`config.mk`:
```
export PLATFORM = sky130hd
export DESIGN_NAME = barrel_unshifter_seq
export DESIGN_NICKNAME = d
export VERILOG_FILES = /design/src/rtl/barrel_shift_pkg.sv /design/src/rtl/unshift_step.sv /design/src/rtl/barrel_unshifter_seq.sv
export SDC_FILE = /design/constraint.sdc
export NUM_CORES = 1
export LEC_CHECK = 0
export BUFFER_PORTS_ARGS = -buffer_cell sky130_fd_sc_hd__buf_2
export CAP_MARGIN = 20
export CORE_MARGIN = 3
export CORE_UTILIZATION = 51
export DETAILED_ROUTE_END_ITERATION = 10
export PLACE_DENSITY = 0.76
export RECOVER_POWER = 50
export SETUP_SLACK_MARGIN = 0.02
export SYNTH_ARGS = -nofsm -noshare
export SYNTH_HDL_FRONTEND = slang
export SYNTH_HIERARCHICAL = 1
export SYNTH_SLANG_ARGS = --single-unit
export TNS_END_PERCENT = 1
```
`constraint.sdc`:
```
create_clock -name clk -period 2 [get_ports clk]
set_input_delay 0.3 -clock clk [delete_from_list [all_inputs] [get_ports clk]]
set_output_delay 0.3 -clock clk [all_outputs]
set_load 0.005 [all_outputs]
```
`src/rtl/barrel_shift_pkg.sv`:
```
`default_nettype none
// ============================================================================
// Module      : barrel_shift_pkg
// Description : Shared mode encodings, FSM state type and inverse-operation
//               lookup for the barrel shifter / unshifter datapath.
// Revision    : 1.0 - initial release
// ============================================================================
package barrel_shift_pkg;

    // Shift-mode encodings, identical to the forward barrel shifter
    localparam logic [2:0] MODE_LSL = 3'b000;
    localparam logic [2:0] MODE_LSR = 3'b001;
    localparam logic [2:0] MODE_ASL = 3'b010;
    localparam logic [2:0] MODE_ASR = 3'b011;
    localparam logic [2:0] MODE_ROL = 3'b100;
    localparam logic [2:0] MODE_ROR = 3'b101;

    typedef enum logic [1:0] {
        IDLE  = 2'd0,
        SHIFT = 2'd1,
        DONE  = 2'd2
    } state_t;

    // dir: 0 = shift left, 1 = shift right; rot: wrap instead of zero fill
    typedef struct packed {
        logic dir;
        logic rot;
    } inv_op_t;

    // Map a forward mode to the single-step operation that undoes it
    function automatic inv_op_t inverse_dir(input logic [2:0] mode);
        inv_op_t op;
        op = '{dir: 1'b0, rot: 1'b0};
        case (mode)
            MODE_LSL, MODE_ASL: op = '{dir: 1'b1, rot: 1'b0};
            MODE_LSR, MODE_ASR: op = '{dir: 1'b0, rot: 1'b0};
            MODE_ROL:           op = '{dir: 1'b1, rot: 1'b1};
            MODE_ROR:           op = '{dir: 1'b0, rot: 1'b1};
            default:            op = '{dir: 1'b0, rot: 1'b0};
        endcase
        return op;
    endfunction

endpackage
`default_nettype wire

```
`src/rtl/unshift_step.sv`:
```
`default_nettype none
// ============================================================================
// Module      : unshift_step
// Description : Combinational one-position shift/rotate. Zero fill when not
//               rotating; dir 0 = left, 1 = right.
// Revision    : 1.0 - initial release
// ============================================================================
module unshift_step #(
    parameter int WIDTH = 4
) (
    input  logic [WIDTH-1:0] i_data,
    input  logic             i_dir,
    input  logic             i_rotate,
    output logic [WIDTH-1:0] o_data
);

    logic w_fill_right;
    logic w_fill_left;

    // Bit entering from the top (right shift) or bottom (left shift)
    assign w_fill_right = i_rotate & i_data[0];
    assign w_fill_left  = i_rotate & i_data[WIDTH-1];

    assign o_data = i_dir ? {w_fill_right, i_data[WIDTH-1:1]}
                          : {i_data[WIDTH-2:0], w_fill_left};

endmodule
`default_nettype wire

```
`src/rtl/barrel_unshifter_seq.sv`:
```
`default_nettype none
// ============================================================================
// Module      : barrel_unshifter_seq
// Description : Sequential inverse of the 4-bit barrel shifter. Restores the
//               pre-shift word one bit position per cycle behind a
//               valid/ready handshake and flags lossy reconstructions.
//               Optional macro UNSHIFT_CHECK_EN enables the input
//               consistency check driving err.
// Revision    : 1.0 - initial release
// ============================================================================
module barrel_unshifter_seq
    import barrel_shift_pkg::*;
#(
    parameter int WIDTH = 4,
    parameter int AMT_W = 2
) (
    input  logic             clk,
    input  logic             rst_n,
    input  logic             in_valid,
    output logic             in_ready,
    input  logic [WIDTH-1:0] data_in,
    input  logic [AMT_W-1:0] shift_amt,
    input  logic [2:0]       mode,
    output logic             out_valid,
    input  logic             out_ready,
    output logic [WIDTH-1:0] data_out,
    output logic             lossy,
    output logic             err
);

    state_t           r_state;
    state_t           w_next_state;
    logic [WIDTH-1:0] r_work;
    logic [2:0]       r_mode;
    logic [AMT_W-1:0] r_cnt;
    logic [WIDTH-1:0] r_data_out;
    logic             r_lossy;
    logic             r_err;

    logic             w_accept;
    logic             w_pass;
    logic             w_rotate_mode;
    logic [AMT_W-1:0] w_amt_eff;
    logic             w_lossy;
    logic             w_err;
    logic             w_last_step;
    inv_op_t          w_op;
    logic [WIDTH-1:0] w_step;

    assign w_accept      = in_valid && (r_state == IDLE);
    assign w_pass        = mode[2] & mode[1];
    assign w_rotate_mode = mode[2] & ~mode[1];
    // Pass-through modes never iterate regardless of the claimed amount
    assign w_amt_eff     = w_pass ? '0 : shift_amt;
    assign w_lossy       = ~mode[2] && (shift_amt != '0);
    assign w_last_step   = (r_cnt == AMT_W'(1));
    assign w_op          = inverse_dir(r_mode);

`ifdef UNSHIFT_CHECK_EN
    // Flag inputs whose bit pattern could not have come from the claimed shift
    always_comb begin
        w_err = 1'b0;
        for (int i = 0; i < WIDTH; i++) begin
            case (mode)
                MODE_LSL, MODE_ASL:
                    if ((i < int'(shift_amt)) && data_in[i]) w_err = 1'b1;
                MODE_LSR:
                    if ((i >= WIDTH - int'(shift_amt)) && data_in[i]) w_err = 1'b1;
                MODE_ASR:
                    if ((shift_amt != '0) && (i >= WIDTH - 1 - int'(shift_amt))
                        && (data_in[i] != data_in[WIDTH-1])) w_err = 1'b1;
                default: ;
            endcase
        end
    end
`else
    assign w_err = 1'b0;
`endif

    unshift_step #(
        .WIDTH (WIDTH)
    ) u_step (
        .i_data   (r_work),
        .i_dir    (w_op.dir),
        .i_rotate (w_op.rot),
        .o_data   (w_step)
    );

    // State register
    always_ff @(posedge clk or negedge rst_n) begin
        if (!rst_n) r_state <= IDLE;
        else        r_state <= w_next_state;
    end

    // Next-state logic and handshake outputs
    always_comb begin
        w_next_state = r_state;
        in_ready     = 1'b0;
        out_valid    = 1'b0;
        case (r_state)
            IDLE: begin
                in_ready = 1'b1;
                if (in_valid) w_next_state = (w_amt_eff != '0) ? SHIFT : DONE;
            end
            SHIFT: begin
                if (w_last_step) w_next_state = DONE;
            end
            DONE: begin
                out_valid = 1'b1;
                if (out_ready) w_next_state = IDLE;
            end
            default: w_next_state = IDLE;
        endcase
    end

    // Datapath: latch request, step the work word, publish on DONE entry
    always_ff @(posedge clk or negedge rst_n) begin
        if (!rst_n) begin
            r_work     <= '0;
            r_mode     <= '0;
            r_cnt      <= '0;
            r_data_out <= '0;
            r_lossy    <= 1'b0;
            r_err      <= 1'b0;
        end else begin
            case (r_state)
                IDLE: begin
                    if (w_accept) begin
                        r_work  <= data_in;
                        r_mode  <= mode;
                        r_cnt   <= w_amt_eff;
                        r_lossy <= w_lossy & ~w_rotate_mode;
                        r_err   <= w_err;
                        if (w_amt_eff == '0) r_data_out <= data_in;
                    end
                end
                SHIFT: begin
                    r_work <= w_step;
                    r_cnt  <= r_cnt - AMT_W'(1);
                    if (w_last_step) r_data_out <= w_step;
                end
                default: ;
            endcase
        end
    end

    assign data_out = r_data_out;
    assign lossy    = r_lossy;
    assign err      = r_err;

endmodule
`default_nettype wire

```
==> results.sh <==
export IMPL_initial_utilization_pct=57.14
export IMPL_fill_cells=137
export IMPL_ys_types=27
export IMPL_ff_latch_area_um2=400.4
export IMPL_vdd_drop_max_mv=0.9431
export IMPL_multiInputGateArea_um2=445.4
export IMPL_min_period_over_period_pct=89.84
export IMPL_fin_setup_tns_ns=0
export IMPL_crit_start="r_mode[1]"
export IMPL_rsz0062_at_grt="no"
export IMPL_hold_ws_ns=0.1906
export IMPL_hold_path_class="primary input to flop"
export IMPL_cts_buffers=3
export IMPL_fin_area_um2=1041
export IMPL_hold_buffers=1
export IMPL_r2r_end="data_out[2]"
export IMPL_drt_iter0_drc=17
export IMPL_core_area_um2=1577
export IMPL_min_period_ns=1.797
export IMPL_synth_seq_cells=16
export IMPL_synth_nets=109
export IMPL_firstDrtPassIters=4
export IMPL_grt_remaining_overflow=0
export IMPL_async_flop_share_pct=100.0
export IMPL_hold_violations=0
export IMPL_clock_root_buffer="clkbuf_4"
export IMPL_drv_slew=0
export IMPL_clk_pin_slew_ns=0.10
export IMPL_clock_sinks=16
export IMPL_grt_start_max_net_pins=17
export IMPL_finalPower_mw=1.621
export IMPL_global_route_usage_total_pct=17.08
export IMPL_drive_above_1_share_pct=31.90
export IMPL_netlist_area_um2=900.9
export IMPL_timing_fmax_mhz=556.5
export IMPL_r2r_slack_ns=0.20
export IMPL_insertedDiodeCount=0
export IMPL_status="complete, no violations"
export IMPL_area_growth_pct=15.56
export IMPL_place_area_um2=998.5
export IMPL_cp_endpoint="data_out[2]"
export IMPL_worstSetupStartpointType="flop"
export IMPL_ant_nets=0
export IMPL_dpl_hpwl_um=1274
export IMPL_vias_per_cell=5.402
export IMPL_antenna_found_initial=0
export IMPL_die_x_um=48.03
export IMPL_cts_setup_buffers=0
export IMPL_reg2reg_from="r_mode[1]"
export IMPL_num_rows=14
export IMPL_ys_flop_type="dfrtp_1"
export IMPL_die_h_um=48.03
export IMPL_ctsResizeCount=0
export IMPL_grt_pass1_wl_um=2663
export IMPL_clk_latency_ns=0.29
export IMPL_wl_per_cell_um=13.27
export IMPL_worstSetupPathType="flop to flop"
export IMPL_die_area_um2=2307
export IMPL_endpoint_kind="flop"
export IMPL_h_tree_depth=1
export IMPL_setup_viol=0
export IMPL_worst_pin_slew_ns=0.8828
export IMPL_seq_area_frac_synth_pct=44.44
export IMPL_cp_max_fo=6
export IMPL_finalCoreUtilization_pct=66.03
export IMPL_max_slew_margin_pct=41.14
export IMPL_port_buffers=19
export IMPL_post_route_drc_count=0
export IMPL_fin_nets=131
export IMPL_cts_tree="built"
export IMPL_yosys_warnings=6
export IMPL_wirelength_um=1752
export IMPL_ios=21
export IMPL_powerDensity_nw_per_um2=1557
export IMPL_arrival_ns=1.98
export IMPL_p_leak_nw=0.5003
export IMPL_grt_pass1_vias=597
export IMPL_num_vias=713
export IMPL_cp_required_ns=2.18
export IMPL_avgSynthCellArea_um2=9.483
export IMPL_synth_edf_count=0
export IMPL_drv_cap=0
export IMPL_gp_congestion=0.7555
export IMPL_clock_path_buffers=2
export IMPL_skew_ns=0.003627
export IMPL_ff2ff_path_depth=4
export IMPL_syn_inst=95
[cell usage in the layout (no fill, tap or decap)]
master and instances:
nand3_1 2, dfrtp_1 16, clkbuf_1 3, clkbuf_4 3, nor2b_1 2, ha_1 1
inv_1 4, buf_4 3, a2bb2oi_1 1, nor2b_4 1, nand3b_1 2, o31a_1 1
o21ai_4 1, mux2_2 10, or3b_4 1, buf_2 16, nand2_1 22, a31oi_1 5
o21ai_0 3, a21oi_1 2, o31ai_1 2, dlygate4sd3_1 1, nand2b_1 3, nor3b_2 1
a32oi_1 1, nor2_1 7, conb_1 1, clkbuf_8 1
[per-stage QoR]
stage               worst slack [ns]  std cells
CTS                           0.2036        132
floorplan                     0.3212         95
finish                        0.2031        132
global placement              0.2636        127
global route                  0.1265        132
detailed placement            0.2206        127
[cell type report]
class	count	area share (%)
Timing Repair Buffer	23	11.90
Tap cell	16	1.923
Inverter	4	1.442
Clock buffer	4	3.486
Sequential cell	16	38.46
Multi-Input combinational cell	69	42.79
[layer usage]
layer  vias up  global-route usage [%]  share of wire [%]  routed length [um]
li1        365                       -                  -                   -
met4         0                   8.065                1.5                  27
met2        25                   25.59                 43                 749
met1       319                   23.45                 50                 883
met5         -                       0                  0                   0
met3         4                   3.383                5.3                  92
[worst max-delay path: stages (launching register included)]
cell     delay [ns]
dfrtp_1        0.41
a21oi_1        0.37
mux2_2         0.39
mux2_2         0.26
mux2_2         0.26
[logic make-up (layout without fill, tap and decap cells)]
family / Yosys count / count (layout) / share of synthesized area (%)
AND/OR/NAND/NOR: 41 / 41 / 22.50
AO/OA/AOI/OAI: 16 / 16 / 12.64
flip-flops: 16 / 16 / 44.44
multiplexers: 10 / 10 / 12.50
buffers and inverters: 10 / 31 / 6.109
adder cells (fa/ha/maj): 1 / 1 / 1.389
other: 1 / 1 / 0.4163
[power breakdown]
group | total (mW) | internal [mW] | switching (mW)
combinational | 0.809 | 0.400 | 0.409
sequential | 0.591 | 0.491 | 0.100
clock | 0.220 | 0.111 | 0.110
[cell usage after synthesis, types with 2 or more instances]
master	number	share of area, %
mux2_2	10	13
a31oi_1	5	3.5
nand2_1	22	9.2
nand2b_1	3	2.1
dfrtp_1	16	44
nor2_1	7	2.9
nand3_1	2	1.1
buf_4	2	1.7
o21ai_0	3	1.7
nor2b_1	2	1.4
a21oi_1	2	1.1
nand3b_1	2	1.7
o31ai_1	2	1.7
inv_1	4	1.7
[worst min path at each step]
| stage | slack [ns] | endpoint | depth (start not counted) | start |
|---|---|---|---|---|
| after CTS | 0.19 | r_mode[0] | 3 | mode[0] |
| after global routing | 0.20 | r_mode[0] | 3 | mode[0] |
| after global placement | 0.24 | data_out[3] | 1 | rst_n |
| after floorplan | 0.004 | data_out[0] | 0 | rst_n |
| final | 0.19 | r_mode[0] | 3 | mode[0] |
| after detailed placement | 0.24 | r_state[1] | 1 | rst_n |
[sequential cells by signal, summed over array words and instances, names as in the netlist]
name,count
data_out,4
lossy,1
r_state,2
r_work,4
r_cnt,2
r_mode,3
No activity file was read; power rests on OpenSTA's default activity.
